$ cat config.mk
export PLATFORM = sky130hd
export DESIGN_NAME = int_arbiter_flat
export DESIGN_NICKNAME = d
export VERILOG_FILES = /design/src/rtl/int_pkg.sv /design/src/rtl/int_arbiter_if.sv /design/src/rtl/irq_edge_sync.sv /design/src/rtl/int_arbiter.sv /design/src/flat_wrapper.sv
export SDC_FILE = /design/constraint.sdc
export NUM_CORES = 1
export LEC_CHECK = 0
export ABC_AREA = 1
export CAP_MARGIN = 20
export CORE_MARGIN = 4
export CORE_UTILIZATION = 30
export DETAILED_ROUTE_END_ITERATION = 12
export DONT_BUFFER_PORTS = 1
export GPL_ROUTABILITY_DRIVEN = 0
export GPL_TIMING_DRIVEN = 0
export SYNTH_ARGS = -nofsm -noshare
export SYNTH_HDL_FRONTEND = slang
export SYNTH_SLANG_ARGS = --single-unit
$ cat constraint.sdc
create_clock -name clk -period 1.6 [get_ports clk]
set_clock_uncertainty 0.2 [all_clocks]
set_input_delay 0.08 -clock clk [delete_from_list [all_inputs] [get_ports clk]]
set_output_delay 0.08 -clock clk [all_outputs]
set_load 0.03 [all_outputs]
$ cat src/rtl/int_pkg.sv
`default_nettype none
// ============================================================================
// Module      : int_pkg
// Description : Shared types, register addresses and the fixed-priority
//               encoder for the interrupt sequencer.
// Revision    : 1.0 - initial release
// ============================================================================
package int_pkg;

    localparam int INT_N_SRC = 4;
    localparam int INT_ID_W  = $clog2(INT_N_SRC);

    localparam logic [1:0] INT_MASK_ADDR = 2'd0;
    localparam logic [1:0] INT_PEND_ADDR = 2'd1;
    localparam logic [1:0] INT_ISR_ADDR  = 2'd2;

    typedef enum logic [1:0] {
        IDLE    = 2'd0,
        REQ     = 2'd1,
        SERVICE = 2'd2
    } int_state_t;

    // Highest set index wins; later iterations overwrite earlier ones.
    function automatic logic [4:0] prio_enc(input logic [31:0] v);
        logic [4:0] idx;
        idx = '0;
        for (int i = 0; i < 32; i++) begin
            if (v[i]) idx = 5'(i);
        end
        return idx;
    endfunction

endpackage
`default_nettype wire

$ cat src/rtl/int_arbiter_if.sv
`default_nettype none
// ============================================================================
// Module      : int_arbiter_if
// Description : Configuration bus and CP0 request/ack/return handshake.
// Revision    : 1.0 - initial release
// ============================================================================
interface int_arbiter_if
    import int_pkg::*;
#(
    parameter int ID_W = INT_ID_W
);
    logic            cfg_we;
    logic [1:0]      cfg_addr;
    logic [31:0]     cfg_wdata;
    logic [31:0]     cfg_rdata;
    logic            int_req;
    logic [ID_W-1:0] int_id;
    logic            int_ack;
    logic            int_ret;
    logic            in_service;

    modport master (
        output cfg_we, cfg_addr, cfg_wdata, int_ack, int_ret,
        input  cfg_rdata, int_req, int_id, in_service
    );

    modport slave (
        input  cfg_we, cfg_addr, cfg_wdata, int_ack, int_ret,
        output cfg_rdata, int_req, int_id, in_service
    );
endinterface
`default_nettype wire

$ cat src/rtl/irq_edge_sync.sv
`default_nettype none
// ============================================================================
// Module      : irq_edge_sync
// Description : Synchroniser chain plus registered rising-edge detector.
// Revision    : 1.0 - initial release
// ============================================================================
module irq_edge_sync #(
    parameter int SYNC_STAGES = 2
) (
    input  wire logic clk,
    input  wire logic rst,
    input  wire logic d,
    output logic      edge_o
);
    logic [SYNC_STAGES-1:0] sync_q;
    logic [SYNC_STAGES:0]   arm_q;
    logic                   prev_q;
    logic                   edge_q;

    // arm_q holds off detection until prev_q carries a real sample, so a
    // level that was already high across reset is not mistaken for an edge.
    always_ff @(posedge clk) begin
        if (rst) begin
            sync_q <= '0;
            arm_q  <= '0;
            prev_q <= 1'b0;
            edge_q <= 1'b0;
        end else begin
            sync_q <= {sync_q[SYNC_STAGES-2:0], d};
            arm_q  <= {arm_q[SYNC_STAGES-1:0], 1'b1};
            prev_q <= sync_q[SYNC_STAGES-1];
            edge_q <= sync_q[SYNC_STAGES-1] & ~prev_q & arm_q[SYNC_STAGES];
        end
    end

    assign edge_o = edge_q;
endmodule
`default_nettype wire

$ cat src/rtl/int_arbiter.sv
`default_nettype none
// ============================================================================
// Module      : int_arbiter
// Description : Interrupt sequencer: sticky pending, mask, fixed priority and
//               a single-outstanding request/ack/return handshake to CP0.
// Revision    : 1.0 - initial release
// ============================================================================
module int_arbiter
    import int_pkg::*;
#(
    parameter int N_SRC       = INT_N_SRC,
    parameter int SYNC_STAGES = 2,
    parameter int ID_W        = $clog2(N_SRC)
) (
    input  wire logic             clk,
    input  wire logic             rst,
    input  wire logic [N_SRC-1:0] irq_src,
    int_arbiter_if.slave          bus
);
    logic [N_SRC-1:0] w_edge;
    logic [N_SRC-1:0] w_elig;
    logic [N_SRC-1:0] mask_q, mask_d;
    logic [N_SRC-1:0] pend_q, pend_d;
    logic [ID_W-1:0]  id_q, id_d;
    logic [ID_W-1:0]  isr_q, isr_d;
    logic [ID_W-1:0]  w_win;
    logic             w_ack_take;
    int_state_t       state_q, state_d;

    generate
        for (genvar i = 0; i < N_SRC; i++) begin : g_src
            irq_edge_sync #(
                .SYNC_STAGES (SYNC_STAGES)
            ) u_sync (
                .clk    (clk),
                .rst    (rst),
                .d      (irq_src[i]),
                .edge_o (w_edge[i])
            );
        end
    endgenerate

    generate
        if (N_SRC < 32) begin : g_unused
            logic w_unused_wdata;
            assign w_unused_wdata = ^bus.cfg_wdata[31:N_SRC];
        end
    endgenerate

    assign w_elig = pend_q & mask_q;
    assign w_win  = ID_W'(prio_enc(32'(w_elig)));

    always_comb begin
        state_d    = state_q;
        id_d       = id_q;
        isr_d      = isr_q;
        w_ack_take = 1'b0;
        case (state_q)
            IDLE: begin
                if (|w_elig) begin
                    id_d    = w_win;
                    state_d = REQ;
                end
            end
            REQ: begin
                // Ack is checked first so it wins over a coincident withdrawal.
                if (bus.int_ack) begin
                    w_ack_take = 1'b1;
                    isr_d      = id_q;
                    state_d    = SERVICE;
                end else if (!mask_q[id_q] || !pend_q[id_q]) begin
                    state_d = IDLE;
                end
            end
            SERVICE: begin
                if (bus.int_ret) state_d = IDLE;
            end
            default: state_d = IDLE;
        endcase
    end

    always_comb begin
        mask_d = mask_q;
        pend_d = pend_q;
        if (bus.cfg_we && bus.cfg_addr == INT_MASK_ADDR) begin
            mask_d = bus.cfg_wdata[N_SRC-1:0];
        end
        if (bus.cfg_we && bus.cfg_addr == INT_PEND_ADDR) begin
            pend_d = pend_d & ~bus.cfg_wdata[N_SRC-1:0];
        end
        if (w_ack_take) pend_d[id_q] = 1'b0;
        // Edge set is applied last so it overrides both clears.
        pend_d = pend_d | w_edge;
    end

    always_ff @(posedge clk) begin
        if (rst) begin
            state_q <= IDLE;
            mask_q  <= '0;
            pend_q  <= '0;
            id_q    <= '0;
            isr_q   <= '0;
        end else begin
            state_q <= state_d;
            mask_q  <= mask_d;
            pend_q  <= pend_d;
            id_q    <= id_d;
            isr_q   <= isr_d;
        end
    end

    always_comb begin
        bus.cfg_rdata = '0;
        case (bus.cfg_addr)
            INT_MASK_ADDR: bus.cfg_rdata[N_SRC-1:0] = mask_q;
            INT_PEND_ADDR: bus.cfg_rdata[N_SRC-1:0] = pend_q;
            INT_ISR_ADDR:  bus.cfg_rdata[ID_W-1:0]  = isr_q;
            default:       bus.cfg_rdata = '0;
        endcase
    end

    assign bus.int_req    = (state_q == REQ);
    assign bus.int_id     = id_q;
    assign bus.in_service = (state_q == SERVICE);
endmodule
`default_nettype wire

$ cat src/flat_wrapper.sv
// flat-port wrapper written by rule: the top's interface ports become plain ports
module int_arbiter_flat import int_pkg::*;
#(
    parameter int N_SRC       = INT_N_SRC,
    parameter int SYNC_STAGES = 2,
    parameter int ID_W        = $clog2(N_SRC)
)
  (clk, rst, irq_src, bus_cfg_we, bus_cfg_addr, bus_cfg_wdata, bus_int_ack, bus_int_ret, bus_cfg_rdata, bus_int_req, bus_int_id, bus_in_service);
  int_arbiter_if #(.ID_W(ID_W)) bus_i ();
  input  wire logic clk;
  input  wire logic rst;
  input  wire logic [N_SRC-1:0] irq_src;
  input wire logic [$bits(bus_i.cfg_we)-1:0] bus_cfg_we;
  input wire logic [$bits(bus_i.cfg_addr)-1:0] bus_cfg_addr;
  input wire logic [$bits(bus_i.cfg_wdata)-1:0] bus_cfg_wdata;
  input wire logic [$bits(bus_i.int_ack)-1:0] bus_int_ack;
  input wire logic [$bits(bus_i.int_ret)-1:0] bus_int_ret;
  output wire logic [$bits(bus_i.cfg_rdata)-1:0] bus_cfg_rdata;
  output wire logic [$bits(bus_i.int_req)-1:0] bus_int_req;
  output wire logic [$bits(bus_i.int_id)-1:0] bus_int_id;
  output wire logic [$bits(bus_i.in_service)-1:0] bus_in_service;
  assign bus_i.cfg_we = bus_cfg_we;
  assign bus_i.cfg_addr = bus_cfg_addr;
  assign bus_i.cfg_wdata = bus_cfg_wdata;
  assign bus_i.int_ack = bus_int_ack;
  assign bus_i.int_ret = bus_int_ret;
  assign bus_cfg_rdata = bus_i.cfg_rdata;
  assign bus_int_req = bus_i.int_req;
  assign bus_int_id = bus_i.int_id;
  assign bus_in_service = bus_i.in_service;
  int_arbiter #(.N_SRC(N_SRC), .SYNC_STAGES(SYNC_STAGES), .ID_W(ID_W)) u_core (.clk(clk), .rst(rst), .irq_src(irq_src), .bus(bus_i));
endmodule
==> run summary <==
# DRC -> 0
initial antenna violation count -> 0
cells after synthesis -> 204
I/O pin count -> 79
Area growth, synth to finish -> 29.5%
worst path required time -> 1.59 ns
Crit. End Element -> flip-flop
Nets -> 299
Starting Density -> 0.315
Clk network pwr share -> 0.340
CTS tree -> done
CTS sink cnt -> 33
RSZ-0062 raised after global routing -> yes
drt initial violations -> 86
fmax -> 639 MHz
Post-DRT Antenna Nets -> 0
Min Clock Period, post-route -> 1.56 ns
Mapped Area -> 0.00151 mm2
final hold vios -> 0
largest net degree at the start of global routing -> 11
Buffers on Ports -> 0
Setup CP Type -> in -> reg
post-DP HPWL -> 2150 um
DR vias/cell -> 3.85
number of detailed-route iterations in the first pass -> 4
P_leak -> 0.935 nW
Tot GR Track Use -> 0.102
drt total wl -> 2940 um
die height -> 78.9 um
combinational power share -> 0.148
ANT cells -> 0
wire per inst -> 9.13 um
Warnings, synthesis -> 0
WHS -> 0.00457 ns
GRT overflow -> 0
synthesis-stage register bit count -> 33
Period Utilization, post-route -> 0.978
final std cells w/o fill -> 322
post-placement cell count -> 298
width of the die -> 78.9 um
Compound-Gate Fraction of Synth Area -> 0.0672
Die ar. -> 0.00623 mm2
layout cells sized above 1 -> 0.188
Fin Setup TNS -> 0 ns
Int Pwr -> 1.23 mW
Reg power frac -> 0.512
sw power -> 0.445 mW
WP data arrival -> 1.55 ns
final setup vio count -> 0
Max H-tree Level -> 2
mux contribution to synthesized area -> 0
largest fanout on the critical path -> 5
syn avg cell area -> 7.40 um2
TritonCTS Buffers -> 5
Worst setup SP type -> input pin
Clock Latency Late Sink -> 0.29 ns
first-pass GRT wire length -> 4900 um
clk buf depth -> 2
max-cap viol count -> 0
Max rail drop VDD -> 492 uV
row count -> 25
vias in the first global route -> 1,113
Reg clk slew, reported paths -> 0.07 ns
Root Buffer -> clkbuf_8
simple-gate share of the synthesized area -> 0.253
switching share of power -> 0.266
post-CTS setup buffer count -> 0
register area share after synthesis -> 0.438
worst relative slew slack -> 0.600
Adder-Cell Fraction of Synth Area -> 0
largest family of logic cells by synthesized area -> simple AND/OR/NAND/NOR gates
fin. max-slew vios -> 0
xor/xnor share of the synthesized area -> 0
Worst Hold Class -> in -> reg
PD cells -> 855 mW/mm2
Yosys cell types -> 19
status -> finished clean
Core Region -> 0.00479 mm2
DR vias -> 1,239
worst slew pin tran -> 0.598 ns
==> cell usage in the layout (no fill, tap or decap), types with 3 or more instances in the layout <==
| cell type | synthesis | routed |
|---|---|---|
| nand2_1 | 39 | 38 |
| nor4_1 | 4 | 4 |
| dfxtp_1 | 33 | 32 |
| dlygate4sd3_1 | 0 | 18 |
| buf_2 | 3 | 3 |
| nand3_1 | 15 | 15 |
| o21ai_0 | 6 | 6 |
| clkbuf_8 | 0 | 5 |
| a21oi_1 | 9 | 9 |
| buf_4 | 28 | 28 |
| nor2_1 | 25 | 24 |
| inv_1 | 31 | 30 |
| conb_1 | 1 | 28 |
==> cells by family after synthesis <==
logic type	count (synthesis)
AO/OA/AOI/OAI	18
flip-flops	33
other	1
buffers and inverters	64
AND/OR/NAND/NOR	88
==> what timing repair did <==
item,CTS,global route
hold buffers,18,0
endpoints found under the hold margin,20,0
endpoints found under the setup margin,0,5
resized for setup,0,4
==> cells in the mapped netlist <==
master / number / area, um2
nand2_1: 39 / 146
dfxtp_1: 33 / 661
inv_1: 31 / 116
buf_4: 28 / 210
nor2_1: 25 / 93.8
nand3_1: 15 / 75.1
a21oi_1: 9 / 45.0
o21ai_0: 6 / 30.0
nor4_1: 4 / 25.0
buf_2: 3 / 15.0
a22o_1: 2 / 17.5
nor2_4: 2 / 22.5
a21oi_2: 1 / 8.76
buf_6: 1 / 11.3
clkinv_4: 1 / 8.76
conb_1: 1 / 3.75
nand2_2: 1 / 6.26
nand4_1: 1 / 6.26
nor2_2: 1 / 6.26
==> worst max-delay path, cell delays in order <==
cell and delay (ns):
dlygate4sd3_1 0.58, nand2_2 0.09, o21ai_0 0.18, dlygate4sd3_1 0.58, nor2_1 0.04
==> state kept, by name, indices dropped and copies added (netlist names) <==
signal / cells
u_core.isr_q: 2
u_core.state_q: 2
u_core.g_src.u_sync.arm_q: 3
u_core.g_src.u_sync.prev_q: 4
u_core.pend_q: 4
u_core.mask_q: 4
u_core.g_src.u_sync.edge_o: 4
u_core.g_src.u_sync.sync_q: 8
u_core.bus.int_id: 2
==> worst paths after layout <==
kind | start | endpoint | slack (ns) | depth (start not counted)
setup / recovery | bus_cfg_we | u_core.mask_q[2] | 0.04 | 5
hold / removal | bus_cfg_addr[0] | u_core.pend_q[3] | 0.005 | 5
setup reg to reg | u_core.bus.int_id[1] | u_core.state_q[0] | 0.16 | 5
hold reg to reg | u_core.g_src[3].u_sync.prev_q | u_core.g_src[3].u_sync.edge_o | 0.19 | 1
==> through the flow <==
step / cell area [um2] / setup WS (ns) / power, mW / utilization
after floorplan: 1610 / 0.238 / 1.06 / -
after global placement: 1690 / 0.132 / 1.08 / 0.354
after detailed placement: 1690 / 0.131 / 1.08 / 0.354
after CTS: 1950 / 0.0390 / 1.69 / 0.407
after global routing: 1950 / -0.0189 / 1.76 / 0.408
final: 1950 / 0.0351 / 1.67 / 0.408
==> power by group through the flow <==
stage | registers (mW) | clock network, mW | logic (mW)
after floorplan | 0.870 | 0 | 0.193
after global placement | 0.873 | 0 | 0.204
after detailed placement | 0.873 | 0 | 0.205
after CTS | 0.855 | 0.587 | 0.243
after global routing | 0.857 | 0.629 | 0.271
final | 0.855 | 0.569 | 0.248
==> metal layers <==
| metal | share of wire | vias up | wire (um) | track usage |
|---|---|---|---|---|
| met3 | 0.078 | 8 | 228 | 0.0522 |
| li1 | - | 669 | - | - |
| met1 | 0.42 | 523 | 1240 | 0.116 |
| met5 | 0 | - | 0 | 0 |
| met2 | 0.48 | 39 | 1410 | 0.163 |
| met4 | 0.022 | 0 | 65 | 0.0344 |
==> final cells by class <==
class / instances / area [um2]
inverters: 32 / 125
clock buffers: 5 / 68.8
fillers: 506 / 2830
well taps: 67 / 83.8
flip-flops and latches: 33 / 662
plain buffers: 32 / 236
clock inverters: 1 / 5.00
multi-input cells: 134 / 593
repair buffers: 18 / 180
Power figures use the tool's default switching activity.
